==> src/rtl/pc_pkg.sv <==
// rtl/pc_pkg.sv - shared constants and encodings for the next-PC unit
package pc_pkg;

   localparam logic [31:0] RESET_VECTOR_DEFAULT = 32'h0000_0000;

   typedef enum logic {
      RUN  = 1'b0,
      PEND = 1'b1
   } state_t;

   typedef enum logic [1:0] {
      NONE = 2'd0,
      BR   = 2'd1,
      JMP  = 2'd2,
      JR   = 2'd3
   } sel_t;

endpackage

==> src/rtl/pc_target_sel.sv <==
// rtl/pc_target_sel.sv - sequential-PC adder, jump target formation and redirect priority
module pc_target_sel
   import pc_pkg::*;
(
   input  logic [31:0] i_pc_cur,
   input  logic        i_br_taken,
   input  logic [31:0] i_br_target,
   input  logic        i_jmp,
   input  logic [25:0] i_jmp_idx,
   input  logic        i_jr,
   input  logic [31:0] i_jr_target,
   output logic [31:0] o_pc_plus4,
   output logic [1:0]  o_sel,
   output logic [31:0] o_target_raw
);

   logic [31:0] w_pc_plus4;
   logic [31:0] w_jmp_target;

   assign w_pc_plus4   = i_pc_cur + 32'd4;
   assign w_jmp_target = {w_pc_plus4[31:28], i_jmp_idx, 2'b00};
   assign o_pc_plus4   = w_pc_plus4;

   // Target is passed unmasked so the caller can detect misalignment.
   always_comb begin
      o_sel        = NONE;
      o_target_raw = w_pc_plus4;
      if (i_jr) begin
         o_sel        = JR;
         o_target_raw = i_jr_target;
      end else if (i_jmp) begin
         o_sel        = JMP;
         o_target_raw = w_jmp_target;
      end else if (i_br_taken) begin
         o_sel        = BR;
         o_target_raw = i_br_target;
      end
   end

endmodule

==> src/rtl/next_pc_unit.sv <==
// rtl/next_pc_unit.sv - next-PC selection with stall-tolerant redirect holding
module next_pc_unit
   import pc_pkg::*;
#(
   parameter logic [31:0] RESET_VECTOR = RESET_VECTOR_DEFAULT
)(
   input  logic        Clk,
   input  logic        Rst,
   input  logic [31:0] PC_Cur,
   input  logic        Hold,
   input  logic        Br_Taken,
   input  logic [31:0] Br_Target,
   input  logic        Jmp,
   input  logic [25:0] Jmp_Idx,
   input  logic        Jr,
   input  logic [31:0] Jr_Target,
   output logic [31:0] Next_PC,
   output logic        PC_En,
   output logic        Flush_IF,
   output logic        Pend,
   output logic        Misalign
);

   state_t      r_state;
   state_t      w_next_state;
   logic [31:0] r_pend_tgt;
   logic [31:0] w_pend_d;
   logic        r_misalign;
   logic        w_set_mis;
   logic [31:0] w_pc_plus4;
   logic [1:0]  w_sel;
   logic [31:0] w_target_raw;
   logic        w_redir;

   pc_target_sel u_sel (
      .i_pc_cur     (PC_Cur),
      .i_br_taken   (Br_Taken),
      .i_br_target  (Br_Target),
      .i_jmp        (Jmp),
      .i_jmp_idx    (Jmp_Idx),
      .i_jr         (Jr),
      .i_jr_target  (Jr_Target),
      .o_pc_plus4   (w_pc_plus4),
      .o_sel        (w_sel),
      .o_target_raw (w_target_raw)
   );

   assign w_redir = (w_sel != NONE);

   // Pending register keeps the raw target; alignment is enforced when applied.
   always_comb begin
      w_next_state = r_state;
      w_pend_d     = r_pend_tgt;
      w_set_mis    = 1'b0;
      Next_PC      = w_pc_plus4;
      PC_En        = 1'b1;
      Flush_IF     = 1'b0;
      if (Rst) begin
         Next_PC = RESET_VECTOR;
      end else begin
         case (r_state)
            RUN: begin
               if (Hold) begin
                  PC_En = 1'b0;
                  if (w_redir) begin
                     w_pend_d     = w_target_raw;
                     w_next_state = PEND;
                  end
               end else if (w_redir) begin
                  Next_PC   = {w_target_raw[31:2], 2'b00};
                  Flush_IF  = 1'b1;
                  w_set_mis = (w_target_raw[1:0] != 2'b00);
               end
            end
            PEND: begin
               if (Hold) begin
                  PC_En = 1'b0;
                  if (w_redir) begin
                     w_pend_d = w_target_raw;
                  end
               end else begin
                  Flush_IF     = 1'b1;
                  w_pend_d     = 32'd0;
                  w_next_state = RUN;
                  if (w_redir) begin
                     Next_PC   = {w_target_raw[31:2], 2'b00};
                     w_set_mis = (w_target_raw[1:0] != 2'b00);
                  end else begin
                     Next_PC   = {r_pend_tgt[31:2], 2'b00};
                     w_set_mis = (r_pend_tgt[1:0] != 2'b00);
                  end
               end
            end
            default: w_next_state = RUN;
         endcase
      end
   end

   always_ff @(posedge Clk) begin
      if (Rst) begin
         r_state    <= RUN;
         r_pend_tgt <= 32'd0;
         r_misalign <= 1'b0;
      end else begin
         r_state    <= w_next_state;
         r_pend_tgt <= w_pend_d;
         r_misalign <= r_misalign | w_set_mis;
      end
   end

   assign Pend     = (r_state == PEND);
   assign Misalign = r_misalign;

endmodule

==> config.mk <==
export PLATFORM = sky130hd
export DESIGN_NAME = next_pc_unit
export DESIGN_NICKNAME = d
export VERILOG_FILES = /design/src/rtl/pc_pkg.sv /design/src/rtl/pc_target_sel.sv /design/src/rtl/next_pc_unit.sv
export SDC_FILE = /design/constraint.sdc
export NUM_CORES = 1
export LEC_CHECK = 0
export CORE_MARGIN = 4
export CORE_UTILIZATION = 45
export DETAILED_ROUTE_END_ITERATION = 6
export PLACE_DENSITY = 0.87
export SYNTH_ARGS = -nofsm -noshare
export SYNTH_HDL_FRONTEND = slang
export SYNTH_SLANG_ARGS = --single-unit
==> constraint.sdc <==
create_clock -name Clk -period 9.24 [get_ports Clk]
set_input_delay 2.31 -clock Clk [delete_from_list [all_inputs] [get_ports Clk]]
set_output_delay 2.31 -clock Clk [all_outputs]
set_load 0.01 [all_outputs]
==> results of run 1 <==
per-stage QoR:
step / instances / hold slack [ns] / worst slack (ns) / power (W)
after floorplan: 505 / 0.420 / 3.00 / 0.000261
after global placement: 739 / 0.434 / 1.48 / 0.000371
after detailed placement: 739 / 0.446 / 1.43 / 0.000376
after CTS: 747 / 0.463 / 1.43 / 0.000508
after global routing: 747 / 0.491 / 1.18 / 0.000532
final: 747 / 0.466 / 1.40 / 0.000512
critical path, cell delays in order:
cell and delay, ns:
clkdlybuf4s50_1 0.62, inv_1 0.83, o22ai_1 0.21, o21ai_0 0.37
o21ai_0 0.20, a221oi_1 0.38, clkdlybuf4s50_1 0.60
registers in the layout, indices dropped and copies added (netlist names):
name,count
Misalign,1
Pend,1
r_pend_tgt,32
where the power goes:
| part | total [W] | internal (W) | switching [W] |
|---|---|---|---|
| sequential | 0.000163 | 0.000156 | 0.00000717 |
| combinational | 0.000215 | 0.000110 | 0.000104 |
| clock | 0.000135 | 0.0000753 | 0.0000595 |
cells in the mapped netlist (3+ instances only):
cell type | n | area share
a2111oi_0 | 3 | 0.0077
a211oi_1 | 17 | 0.037
a21oi_1 | 52 | 0.076
a221oi_1 | 13 | 0.033
a22o_1 | 18 | 0.046
a22oi_1 | 3 | 0.0066
a31oi_1 | 9 | 0.016
and3_1 | 5 | 0.0092
buf_1 | 3 | 0.0033
buf_2 | 4 | 0.0059
clkbuf_1 | 30 | 0.033
dfxtp_1 | 34 | 0.20
inv_1 | 10 | 0.011
mux2i_1 | 8 | 0.023
nand2_1 | 55 | 0.060
nand2b_1 | 4 | 0.0073
nand3_1 | 16 | 0.023
nand4_1 | 9 | 0.016
nor2_1 | 47 | 0.052
nor2b_1 | 9 | 0.016
nor3_1 | 5 | 0.0073
nor3b_1 | 3 | 0.0066
o211ai_1 | 5 | 0.011
o21a_1 | 4 | 0.0088
o21ai_0 | 64 | 0.094
o21bai_1 | 10 | 0.022
o221ai_1 | 5 | 0.013
o22ai_1 | 7 | 0.013
xnor2_1 | 13 | 0.033
xor2_1 | 15 | 0.038
metal layers:
layer	global-route usage	routed length (microns)	up-vias
li1	-	-	2180
met1	0.384	5460	2141
met2	0.519	6940	334
met3	0.0513	1500	43
met4	0.129	509	0
met5	0	0	-
kinds of logic after synthesis:
logic type,after synthesis,synth area share
xor+xnor,28,0.0718
mux,9,0.0268
flops,34,0.199
simple gates,163,0.224
compound gates,221,0.416
fa+ha+maj,2,0.00733
buf+inv,48,0.0543
area by class of cell:
class                   instances  area share
clock buffers                   8      0.0212
repair buffers                172       0.326
flip-flops and latches         34       0.131
inverters                      11     0.00794
well taps                      99      0.0238
multi-input cells             423       0.491
final timing paths:
path | start | to | cells past startpoint | slack (ns)
min reg2reg | r_pend_tgt[9]$_SDFFE_PP0P_ | r_pend_tgt[9]$_SDFFE_PP0P_ | 2 | 0.47
max | Jmp | Next_PC[12] | 7 | 1.40
min | r_pend_tgt[9]$_SDFFE_PP0P_ | r_pend_tgt[9]$_SDFFE_PP0P_ | 2 | 0.47
max reg2reg | Pend$_SDFF_PP0_ | Misalign$_SDFF_PP0_ | 5 | 6.82
==> impl_metrics.env, run 1 <==
export IMPL_status="finished clean"
export IMPL_multiInputGateArea_sq_mm=0.00255
export IMPL_start_util=0.466
export IMPL_power_density_mw_per_mm2=98.4
export IMPL_core_area_sq_mm=0.00733
export IMPL_clkSlewWorstSetupHoldPaths_ns=0.07
export IMPL_hpwl_microns=10800
export IMPL_ys_warn_count=0
export IMPL_tns_ns=0
export IMPL_synthesis_area_sq_mm=0.00341
export IMPL_cts_resized=0
export IMPL_grt_setup_unrepaired="no"
export IMPL_antenna_found_initial=0
export IMPL_layout_min_cycle_time_ns=7.84
export IMPL_cts_max_level=2
export IMPL_worstPathRequired_ns=6.93
export IMPL_die_area_sq_mm=0.00904
export IMPL_fin_util=0.710
export IMPL_firstDrtPassIters=5
export IMPL_diodes=0
export IMPL_drt_wl_total_microns=14400
export IMPL_grt_pass1_wl_microns=21800
export IMPL_clock_latency_ns=0.30
export IMPL_tritoncts="done"
export IMPL_rows=31
export IMPL_synth_edff_count=0
export IMPL_pin_count=164
export IMPL_leakagePower_nw=1.85
export IMPL_synthToLayoutAreaGrowth_pct=52.4
export IMPL_synthesis_nets=635
export IMPL_setup_viol_count_final=0
export IMPL_grt_max_degree=56
export IMPL_syn_inst=505
export IMPL_grt_overflow=0
export IMPL_synth_seq_cells=34
export IMPL_worst_pin_slew_ns=1.26
export IMPL_port_buffer_count=163
export IMPL_cp_end_kind="primary output"
export IMPL_vias=4698
export IMPL_regArea_sq_um=681
export IMPL_final_common_cell="clkdlybuf4s50_1"
export IMPL_timing_slew_headroom=0.158
export IMPL_wire_per_inst_microns=19.3
export IMPL_cts_buffers=5
export IMPL_ant_nets=0
export IMPL_synth_ff_type="dfxtp_1"
export IMPL_dpl_cell_area_sq_mm=0.00509
export IMPL_fmax_mhz=128
export IMPL_grt_pass1_vias=4469
export IMPL_gr_usage_all_layers=0.307
export IMPL_drt_initial_drc_count=600
export IMPL_drive_above_1_share=0.0432
export IMPL_final_cell_mix="clkdlybuf4s50_1 (162), o21ai_0 (63), nand2_1 (55)"
export IMPL_drc=0
export IMPL_viasPerCell=6.29
export IMPL_post_cts_buffers=0
export IMPL_synth_distinct_cells=51
export IMPL_arrival_ns=5.53
export IMPL_clock_sinks=34
export IMPL_place_gp_congestion=0.935
export IMPL_cts_buffer_depth=2
export IMPL_die_y_microns=95.1
export IMPL_die_w_microns=95.1
export IMPL_critical_path_class="in2out"
export IMPL_hold_viol=0
export IMPL_hold_path_class="reg2reg"
export IMPL_final_setup_skew_ns=0.00450
export IMPL_ys_async_sr_fraction=0
export IMPL_cp_max_fo=30
export IMPL_nets=777
export IMPL_yosysSeqAreaShare=0.199
export IMPL_clockRootBuffer="clkbuf_8"
export IMPL_design_area_sq_mm=0.00520
export IMPL_worstSetupStartpointType="primary input"
export IMPL_slew_viol_final=0
export IMPL_irDropWorstVdd_v=0.0000711
export IMPL_cts_hold_buf=0
export IMPL_drv_cap=0
export IMPL_nFillCells=613
export IMPL_synth_avg_cell_area_sq_um=6.76
export IMPL_min_period_over_period=0.849
No activity file was read; power rests on OpenSTA's default activity.
==> run 2: changes to the inputs <==
CORE_UTILIZATION = 42   (was 45)
PLACE_DENSITY = 0.82   (was 0.87)
clock period = 7.9 ns   (was 9.24 ns; I/O delays follow)
==> impl_metrics.env, run 2 (same netlist as run 1, synthesis figures left out) <==
export IMPL_drv_cap=0
export IMPL_hold_path_class="reg2reg"
export IMPL_fin_cells=754
export IMPL_min_period_over_period=0.890
export IMPL_clkSlewWorstSetupHoldPaths_ns=0.07
export IMPL_post_cts_buffers=0
export IMPL_fmax_mhz=142
export IMPL_drc=0
export IMPL_cts_max_level=2
export IMPL_path_cells="clkdlybuf4s50_1 > buf_4 > inv_1 > buf_4 > o22ai_1 > o21ai_0 > o21ai_0 > a221oi_1 > clkdlybuf4s50_1"
export IMPL_tritoncts="done"
export IMPL_ant_nets=0
export IMPL_design_area_sq_mm=0.00524
export IMPL_layout_min_cycle_time_ns=7.03
export IMPL_worst_pin_slew_ns=0.797
export IMPL_grt_use_met3=0.0793
export IMPL_rrSetupSlack_ns=5.55
export IMPL_largest_register="r_pend_tgt"
export IMPL_cp_max_fo=26
export IMPL_cts_resized=0
export IMPL_diodes=0
export IMPL_multiInputGateArea_sq_mm=0.00255
export IMPL_grt_overflow=0
export IMPL_vias=4812
export IMPL_cp_num_buf_inv=5
export IMPL_hpwl_microns=11400
export IMPL_die_y_microns=98.2
export IMPL_drt_initial_drc_count=487
export IMPL_gr_usage_met1=0.364
export IMPL_slowest_delay_ns=0.61
export IMPL_synthToLayoutAreaGrowth_pct=53.4
export IMPL_viasPerCell=6.38
export IMPL_regArea_sq_um=681
export IMPL_status="finished clean"
export IMPL_clock_latency_ns=0.30
export IMPL_final_setup_skew_ns=0.0110
export IMPL_place_gp_congestion=0.918
export IMPL_clock_sinks=34
export IMPL_wire_per_inst_microns=20.3
export IMPL_dpl_cell_area_sq_mm=0.00513
export IMPL_setup_viol_count_final=0
export IMPL_core_area_sq_mm=0.00781
export IMPL_critical_path_top_delay_family="buffers and inverters"
export IMPL_pin_count=164
export IMPL_firstDrtPassIters=6
export IMPL_worstSetupStartpointType="primary input"
export IMPL_timing_slew_headroom=0.465
export IMPL_nFillCells=685
export IMPL_nets=781
export IMPL_fin_util=0.671
export IMPL_arrival_ns=5.05
export IMPL_drt_wl_total_microns=15300
export IMPL_power_density_mw_per_mm2=117
export IMPL_grt_pass1_wl_microns=23500
export IMPL_clockRootBuffer="clkbuf_8"
export IMPL_critical_path_class="in2out"
export IMPL_cp_end_kind="primary output"
export IMPL_slew_viol_final=0
export IMPL_rows=32
export IMPL_final_common_cell="clkdlybuf4s50_1"
export IMPL_cts_hold_buf=0
export IMPL_hold_viol=0
export IMPL_antenna_found_initial=0
export IMPL_start_util=0.437
export IMPL_port_buffer_count=163
export IMPL_die_area_sq_mm=0.00963
export IMPL_largest_reg_flops=32
export IMPL_die_w_microns=98.2
export IMPL_grt_pass1_vias=4746
export IMPL_worstPathRequired_ns=5.93
export IMPL_leakagePower_nw=1.87
export IMPL_final_cell_mix="clkdlybuf4s50_1 (162), o21ai_0 (63), nand2_1 (55)"
export IMPL_drive_above_1_share=0.0491
export IMPL_grt_max_degree=40
export IMPL_cpMaxStageDelayCell="clkdlybuf4s50_1"
export IMPL_tns_ns=0
export IMPL_grt_util_met2=0.487
export IMPL_irDropWorstVdd_v=0.0000861
export IMPL_cts_buffers=5
export IMPL_dpl_cell_count=746
export IMPL_cts_buffer_depth=2
export IMPL_grt_busiest_layer="met2"
export IMPL_gr_usage_all_layers=0.296
export IMPL_grt_setup_unrepaired="no"
==> run 2: cell types whose count changed in the layout (fill, tap and decap cells not counted), sizes merged <==
cell,before,now
buf,10,14
clkbuf,8,5
clkinv,0,2
bufinv,0,1
==> run 2: layout make-up <==
type	count	share of cell area
clock buffers	5	0.0131
clock inverters	3	0.00765
inverters	11	0.00789
multi-input cells	423	0.488
flip-flops and latches	34	0.130
well taps	102	0.0244
repair buffers	176	0.329
==> run 2: routing by layer <==
layer,routed length (microns),vias to the layer above
li1,-,2181
met1,5680,2231
met2,7270,351
met3,1750,49
met4,580,0
met5,0,-
==> run 2: final timing paths <==
| path | depth (start not counted) | startpoint | to |
|---|---|---|---|
| setup / recovery | 9 | Jmp | Next_PC[10] |
| hold / removal | 2 | r_pend_tgt[6]$_SDFFE_PP0P_ | r_pend_tgt[6]$_SDFFE_PP0P_ |
| setup reg to reg | 6 | Pend$_SDFF_PP0_ | Misalign$_SDFF_PP0_ |
| hold reg to reg | 2 | r_pend_tgt[6]$_SDFFE_PP0P_ | r_pend_tgt[6]$_SDFFE_PP0P_ |
==> run 2: tightest hold or removal path: cells and delay by family, from the launching register on <==
family,cells,cell delay [ns]
DFF,1,0.33
AOI/OAI and AO/OA,1,0.05
and+or+nand+nor,1,0.04
==> run 2: report_power, final <==
part | leakage, nW | total, W | switching (W) | internal (W)
registers | 0.279 | 0.000189 | 0.00000723 | 0.000182
logic | 1.53 | 0.000255 | 0.000125 | 0.000130
clock network | 0.0579 | 0.000167 | 0.0000742 | 0.0000930
==> run 2: metrics by stage <==
stage | worst slack [ns] | hold slack [ns] | power [W]
floorplan | 2.33 | 0.420 | 0.000305
finish | 0.871 | 0.454 | 0.000612
global route | 0.691 | 0.481 | 0.000638
CTS | 0.943 | 0.458 | 0.000606
global placement | 1.03 | 0.432 | 0.000438
detailed placement | 0.949 | 0.442 | 0.000442
